--- src/rtl/pipe_mem_arbiter_if.sv ---
// ============================================================================
// Module  : pipe_mem_arbiter_if
// Purpose : Fetch, data and memory handshake bundle for pipe_mem_arbiter.
// Rev     : 1.0  initial release
// ============================================================================
`default_nettype none

interface pipe_mem_arbiter_if #(
   parameter int WIDTH = 32
);
   logic             if_req;
   logic [WIDTH-1:0] if_addr;
   logic [WIDTH-1:0] if_rdata;
   logic             if_ready;
   logic             d_req;
   logic             d_we;
   logic [WIDTH-1:0] d_addr;
   logic [WIDTH-1:0] d_wdata;
   logic [WIDTH-1:0] d_rdata;
   logic             d_ready;
   logic             stall_if;
   logic             stall_d;
   logic             mem_req;
   logic             mem_we;
   logic [WIDTH-1:0] mem_addr;
   logic [WIDTH-1:0] mem_wdata;
   logic [WIDTH-1:0] mem_rdata;
   logic             mem_ack;
   logic [1:0]       grant;

   modport slave (
      input  if_req, if_addr, d_req, d_we, d_addr, d_wdata, mem_rdata, mem_ack,
      output if_rdata, if_ready, d_rdata, d_ready, stall_if, stall_d,
             mem_req, mem_we, mem_addr, mem_wdata, grant
   );

   modport master (
      output if_req, if_addr, d_req, d_we, d_addr, d_wdata, mem_rdata, mem_ack,
      input  if_rdata, if_ready, d_rdata, d_ready, stall_if, stall_d,
             mem_req, mem_we, mem_addr, mem_wdata, grant
   );
endinterface

`default_nettype wire

--- src/rtl/pipe_mem_arbiter.sv ---
// ============================================================================
// Module  : pipe_mem_arbiter
// Purpose : Shares one single-ported memory between IF and MEM stages.
//           Data accesses win by default; a starvation counter bounds IF waits.
// Rev     : 1.0  initial release
// ============================================================================
`default_nettype none

module pipe_mem_arbiter #(
   parameter int WIDTH  = 32,
   parameter int STARVE = 2
) (
   input  wire               clock,
   input  wire               resetn,
   pipe_mem_arbiter_if.slave bus
);

   localparam int CW = (STARVE < 1) ? 1 : $clog2(STARVE + 1);
   localparam logic [CW-1:0] c_starve_max = CW'(STARVE);

   typedef enum logic [1:0] {
      S_IDLE   = 2'd0,
      S_BUSY_I = 2'd1,
      S_BUSY_D = 2'd2
   } state_e;

   state_e           state_q;
   logic [CW-1:0]    starve_q;
   logic [CW-1:0]    starve_d;
   logic             mem_req_q;
   logic             mem_we_q;
   logic [WIDTH-1:0] mem_addr_q;
   logic [WIDTH-1:0] mem_wdata_q;
   logic [1:0]       grant_q;
   logic             w_starved;
   logic             w_if_ready;
   logic             w_d_ready;

   assign w_starved = (starve_q == c_starve_max);

   // Counter value to load when D is granted: counts only while IF is waiting.
   always_comb begin
      starve_d = '0;
      if (bus.if_req) begin
         starve_d = w_starved ? starve_q : starve_q + 1'b1;
      end
   end

   always_ff @(posedge clock) begin
      if (!resetn) begin
         state_q     <= S_IDLE;
         starve_q    <= '0;
         mem_req_q   <= 1'b0;
         mem_we_q    <= 1'b0;
         mem_addr_q  <= '0;
         mem_wdata_q <= '0;
         grant_q     <= 2'b00;
      end else begin
         case (state_q)
            S_IDLE: begin
               if (bus.if_req && (!bus.d_req || w_starved)) begin
                  state_q    <= S_BUSY_I;
                  mem_req_q  <= 1'b1;
                  grant_q    <= 2'b01;
                  mem_we_q   <= 1'b0;
                  mem_addr_q <= bus.if_addr;
                  starve_q   <= '0;
               end else if (bus.d_req) begin
                  state_q     <= S_BUSY_D;
                  mem_req_q   <= 1'b1;
                  grant_q     <= 2'b10;
                  mem_we_q    <= bus.d_we;
                  mem_addr_q  <= bus.d_addr;
                  mem_wdata_q <= bus.d_wdata;
                  starve_q    <= starve_d;
               end
            end
            S_BUSY_I, S_BUSY_D: begin
               if (bus.mem_ack) begin
                  state_q   <= S_IDLE;
                  mem_req_q <= 1'b0;
                  grant_q   <= 2'b00;
               end
            end
            default: begin
               state_q   <= S_IDLE;
               mem_req_q <= 1'b0;
               grant_q   <= 2'b00;
            end
         endcase
      end
   end

   // Completion is combinational so the requester sees ready in the ack cycle.
   assign w_if_ready = (state_q == S_BUSY_I) && bus.mem_ack;
   assign w_d_ready  = (state_q == S_BUSY_D) && bus.mem_ack;

   assign bus.if_ready  = w_if_ready;
   assign bus.d_ready   = w_d_ready;
   assign bus.if_rdata  = bus.mem_rdata;
   assign bus.d_rdata   = bus.mem_rdata;
   assign bus.stall_if  = bus.if_req & ~w_if_ready;
   assign bus.stall_d   = bus.d_req & ~w_d_ready;
   assign bus.mem_req   = mem_req_q;
   assign bus.mem_we    = mem_we_q;
   assign bus.mem_addr  = mem_addr_q;
   assign bus.mem_wdata = mem_wdata_q;
   assign bus.grant     = grant_q;

endmodule

`default_nettype wire

--- src/flat_wrapper.sv ---
// flat-port wrapper written by rule: the top's interface ports become plain ports
module pipe_mem_arbiter_flat 
#(
   parameter int WIDTH  = 32,
   parameter int STARVE = 2
)
  (clock, resetn, bus_if_req, bus_if_addr, bus_d_req, bus_d_we, bus_d_addr, bus_d_wdata, bus_mem_rdata, bus_mem_ack, bus_if_rdata, bus_if_ready, bus_d_rdata, bus_d_ready, bus_stall_if, bus_stall_d, bus_mem_req, bus_mem_we, bus_mem_addr, bus_mem_wdata, bus_grant);
  pipe_mem_arbiter_if #(.WIDTH(WIDTH)) bus_i ();
  input  wire clock;
  input  wire resetn;
  input wire logic [$bits(bus_i.if_req)-1:0] bus_if_req;
  input wire logic [$bits(bus_i.if_addr)-1:0] bus_if_addr;
  input wire logic [$bits(bus_i.d_req)-1:0] bus_d_req;
  input wire logic [$bits(bus_i.d_we)-1:0] bus_d_we;
  input wire logic [$bits(bus_i.d_addr)-1:0] bus_d_addr;
  input wire logic [$bits(bus_i.d_wdata)-1:0] bus_d_wdata;
  input wire logic [$bits(bus_i.mem_rdata)-1:0] bus_mem_rdata;
  input wire logic [$bits(bus_i.mem_ack)-1:0] bus_mem_ack;
  output wire logic [$bits(bus_i.if_rdata)-1:0] bus_if_rdata;
  output wire logic [$bits(bus_i.if_ready)-1:0] bus_if_ready;
  output wire logic [$bits(bus_i.d_rdata)-1:0] bus_d_rdata;
  output wire logic [$bits(bus_i.d_ready)-1:0] bus_d_ready;
  output wire logic [$bits(bus_i.stall_if)-1:0] bus_stall_if;
  output wire logic [$bits(bus_i.stall_d)-1:0] bus_stall_d;
  output wire logic [$bits(bus_i.mem_req)-1:0] bus_mem_req;
  output wire logic [$bits(bus_i.mem_we)-1:0] bus_mem_we;
  output wire logic [$bits(bus_i.mem_addr)-1:0] bus_mem_addr;
  output wire logic [$bits(bus_i.mem_wdata)-1:0] bus_mem_wdata;
  output wire logic [$bits(bus_i.grant)-1:0] bus_grant;
  assign bus_i.if_req = bus_if_req;
  assign bus_i.if_addr = bus_if_addr;
  assign bus_i.d_req = bus_d_req;
  assign bus_i.d_we = bus_d_we;
  assign bus_i.d_addr = bus_d_addr;
  assign bus_i.d_wdata = bus_d_wdata;
  assign bus_i.mem_rdata = bus_mem_rdata;
  assign bus_i.mem_ack = bus_mem_ack;
  assign bus_if_rdata = bus_i.if_rdata;
  assign bus_if_ready = bus_i.if_ready;
  assign bus_d_rdata = bus_i.d_rdata;
  assign bus_d_ready = bus_i.d_ready;
  assign bus_stall_if = bus_i.stall_if;
  assign bus_stall_d = bus_i.stall_d;
  assign bus_mem_req = bus_i.mem_req;
  assign bus_mem_we = bus_i.mem_we;
  assign bus_mem_addr = bus_i.mem_addr;
  assign bus_mem_wdata = bus_i.mem_wdata;
  assign bus_grant = bus_i.grant;
  pipe_mem_arbiter #(.WIDTH(WIDTH), .STARVE(STARVE)) u_core (.clock(clock), .resetn(resetn), .bus(bus_i));
endmodule
--- config.mk ---
export PLATFORM = sky130hd
export DESIGN_NAME = pipe_mem_arbiter_flat
export DESIGN_NICKNAME = d
export VERILOG_FILES = /design/src/rtl/pipe_mem_arbiter_if.sv /design/src/rtl/pipe_mem_arbiter.sv /design/src/flat_wrapper.sv
export SDC_FILE = /design/constraint.sdc
export NUM_CORES = 1
export LEC_CHECK = 0
export CORE_ASPECT_RATIO = 1.75
export CORE_UTILIZATION = 25
export CTS_BUF_LIST = sky130_fd_sc_hd__clkbuf_16
export CTS_CLUSTER_SIZE = 10
export DETAILED_ROUTE_END_ITERATION = 7
export PLACE_DENSITY = 0.73
export SLEW_MARGIN = 15
export SYNTH_ARGS = -nofsm -noshare
export SYNTH_HDL_FRONTEND = slang
export SYNTH_SLANG_ARGS = --single-unit
--- constraint.sdc ---
create_clock -name clock -period 1.5 [get_ports clock]
set_clock_uncertainty 0.15 [all_clocks]
set_input_delay 0.15 -clock clock [delete_from_list [all_inputs] [get_ports clock]]
set_output_delay 0.15 -clock clock [all_outputs]
set_load 0.01 [all_outputs]
==> results.md <==
- Status: finished with violations
- Failing checks: setup timing
- Hpwl dp: 8890 um
- Util after Layout: 44.7%
- Ys Warns: 0
- Synth Area per Inst: a little over 8 um2
- GR Util All Layers: 17.8%
- Sequential-to-total area share from yosys stat: 39.2%
- Syn nets: roughly 580
- Synthesis-stage register bit count: 70
- Switch Pwr: 1830 uW
- Final Critical Period: 1.65 ns
- CTS Buffer Depth: 2
- RSZ-0062 raised after global routing: yes
- CTS buffer count: 9
- Switching share of power: 28.8%
- Period utilization: 110%
- VDD IR max: 490 uV
- Area growth syn-to-layout: 73.8%
- H-tree level count: 3
- Arr. time, crit path: 1.71 ns
- Final setup violation count: 72
- Top post-synthesis cells by area: dfxtp_1 39%, buf_4 15%, o21ai_0 13%, a21oi_1 9.5%, o211ai_1 6.9%
- Iteration count of the initial detailed-routing pass: 4
- Worst Path Buf+Inv: 4
- Port Buffers: 173
- Width of the die: just over 90 um
- Vias in the first global route: ~4,000
- Top cells by count, synth: 95 x o21ai_0, 73 x buf_4, 70 x dfxtp_1, 68 x a21oi_1, 33 x o211ai_1
- Lkg Pwr: 0.00257 uW
- Root Driver: clkbuf_16
- Via count: between 3,000 and 4,000
- Internal: 4540 uW
- Post-Syn Area: 3570 um2
- Latest clock arrival within the worst-skew pair: roughly 0.33 ns
- Yosys top cell by area: dfxtp_1
- Net count, final: between 700 and 800
- WP data required: 1.57 ns
- Top cell type's share of synthesized area: 39.2%
- Crit path kind: reg -> reg
- Final Hold Viols: 0
- Worst-path clk slew: 0.06 ns
- Antenna violations before repair: 0
- Sink Count: 70
- Crit. End Element: flop
- Wirelength, routed: 14,600 um
- Sequential power share: 34.5%
- Startpoint Class: flop
- Largest net degree at the start of global routing: 34
- Row count: 57
- Average wire per standard cell: around 20 um
- Iter 0 DRT Violations: about 150
- Comb pwr share: a little over 30%
- Syn Inst Count: 441
- Die Footprint: 14,800 um2
- Setup WS pre-CTS: -0.449 ns
- Max Clock Freq: 607 MHz
- Ratio of cells with drive above 1 in the final layout: 21.3%
- Worst-path fanout max: 4
- Hold Path Class: in -> out
- Boundary Pins: 270
- Top_reg_cell synth: dfxtp_1
- Slew Limit Headroom: 73.0%
- Delay-heaviest family, CP: buffers and inverters
- Final-report max-slew violation count: 0
- First-pass GRT wire length: 20,300 um
- ANT cells: 0
- Vias per std cell: 5.24
- CP max stage cell: dfxtp_2
- Filler instances: between 1,000 and 1,500
- Starting Density: 25.7%
- Critical Path Max Stage Delay: 0.32 ns
- Max-cap violations: 0
- Chip height: between 150 and 200 um
- Gr ovfl total: 0
- Fraction of registers with async set/reset: 0%
- Worst Hold Launch: bus_mem_rdata[8]
- Pwr/cell area: 1030 nW/um2
- ANT nets after route: 0
- TritonCTS clock tree: yes
- Post-synth EDFFs: 0
- Gpl congestion: 0.744
- Worst Setup SP: u_core.starve_q[0]$_SDFFE_PN0P_
- Synth unique cells: 23
- Worst Slack Setup Final: -0.147 ns
- FF-to-FF Start: u_core.starve_q[0]$_SDFFE_PN0P_
- Pin slew with the least headroom to its limit: 0.405 ns
- Worst-path cell chain: inv_2 > ha_4 > and2b_4 > buf_12 > buf_4 > clkbuf_16 > o21ai_1 > a21oi_1
- CORE AREA: approximately 14,000 um2
- DRC: 0
- Count leader, synth: o21ai_0
- Clock share of power: 34.2%
## flip-flops by register name (all words and copies together), names as in the netlist
name and cells:
u_core.starve_q 2, u_core.bus.mem_addr 32, u_core.bus.mem_we 1, u_core.state_q 2
u_core.bus.mem_wdata 32, u_core.bus.mem_req 1
## final timing paths
kind / depth (start not counted) / endpoint / slack, ns
worst max-delay path: 8 / u_core.bus.mem_addr[13]$_SDFFE_PN0P_ / -0.15
worst min-delay path: 0 / bus_d_rdata[8] / 0.15
worst max register to register: 8 / u_core.bus.mem_addr[13]$_SDFFE_PN0P_ / -0.15
worst min register to register: 2 / u_core.bus.mem_we$_SDFFE_PN0P_ / 0.31
## layer usage
layer,track usage [%],up-vias,share of wire (%)
met1,16.7,1823,33
met4,14.4,0,6.0
met5,0,-,0
li1,-,1783,-
met2,32.7,209,54
met3,3.38,85,7.2
## logic make-up after synthesis
group	after synthesis	synth area share [%]
flip-flops	70	39.2
adder cells (fa/ha/maj)	4	1.40
buffers and inverters	114	20.0
AO/OA/AOI/OAI	234	36.6
AND/OR/NAND/NOR	19	2.80
## metrics by stage
stage / hold WS, ns / area, um2 / power, uW / cells / TNS (ns)
2_1_floorplan: 0.138 / 3590 / 3110 / 441 / 0
3_3_place_gp: 0.150 / 5110 / 3830 / 708 / -22.02
3_5_place_dp: 0.150 / 5110 / 3880 / 708 / -25.23
4_1_cts: 0.150 / 5740 / 6230 / 736 / -3.43
5_1_grt: 0.150 / 6210 / 6680 / 744 / -9.07
6_report: 0.150 / 6210 / 6370 / 744 / -4.93
## final cells by class
type	count	area [um2]	share of cell area [%]
Tap cell	177	221	3.56
Multi-Input combinational cell	257	1840	29.6
Timing Repair Buffer	220	2420	39.0
Sequential cell	70	1410	22.7
Clock buffer	9	225	3.63
Inverter	5	21.3	0.342
Clock inverter	6	77.6	1.25
## power by group through the flow
stage	Clock [uW]	Sequential [uW]	Combinational (uW)
5_1_grt	2340	2220	2120
3_3_place_gp	0	2220	1610
3_5_place_dp	0	2230	1660
4_1_cts	2260	2200	1780
6_report	2180	2200	1990
2_1_floorplan	0	2310	792
## layout by cell type, fill, tap and decap left out, types with 4 or more instances in the layout
| master | instances |
|---|---|
| clkdlybuf4s50_1 | 100 |
| dfxtp_1 | 66 |
| a21oi_1 | 63 |
| dlygate4sd2_1 | 56 |
| o21ai_1 | 49 |
| o21ai_0 | 34 |
| o211ai_1 | 33 |
| a31oi_1 | 19 |
| buf_4 | 18 |
| clkbuf_16 | 14 |
| dlymetal6s2s_1 | 13 |
| buf_12 | 13 |
| o21ai_2 | 11 |
| a31oi_4 | 10 |
| a21oi_2 | 5 |
| nand2_1 | 5 |
| buf_16 | 5 |
| o21ai_4 | 4 |
| ha_4 | 4 |
| buf_8 | 4 |
## timing repair
action                                  4_1_cts  5_1_grt
pin swaps                                    19       33
hold buffers                                  0        0
endpoints found under the setup margin      127       85
setup buffers                                 8        3
resized for setup                           155       85
gates cloned                                  6        6
Power figures use the tool's default switching activity.
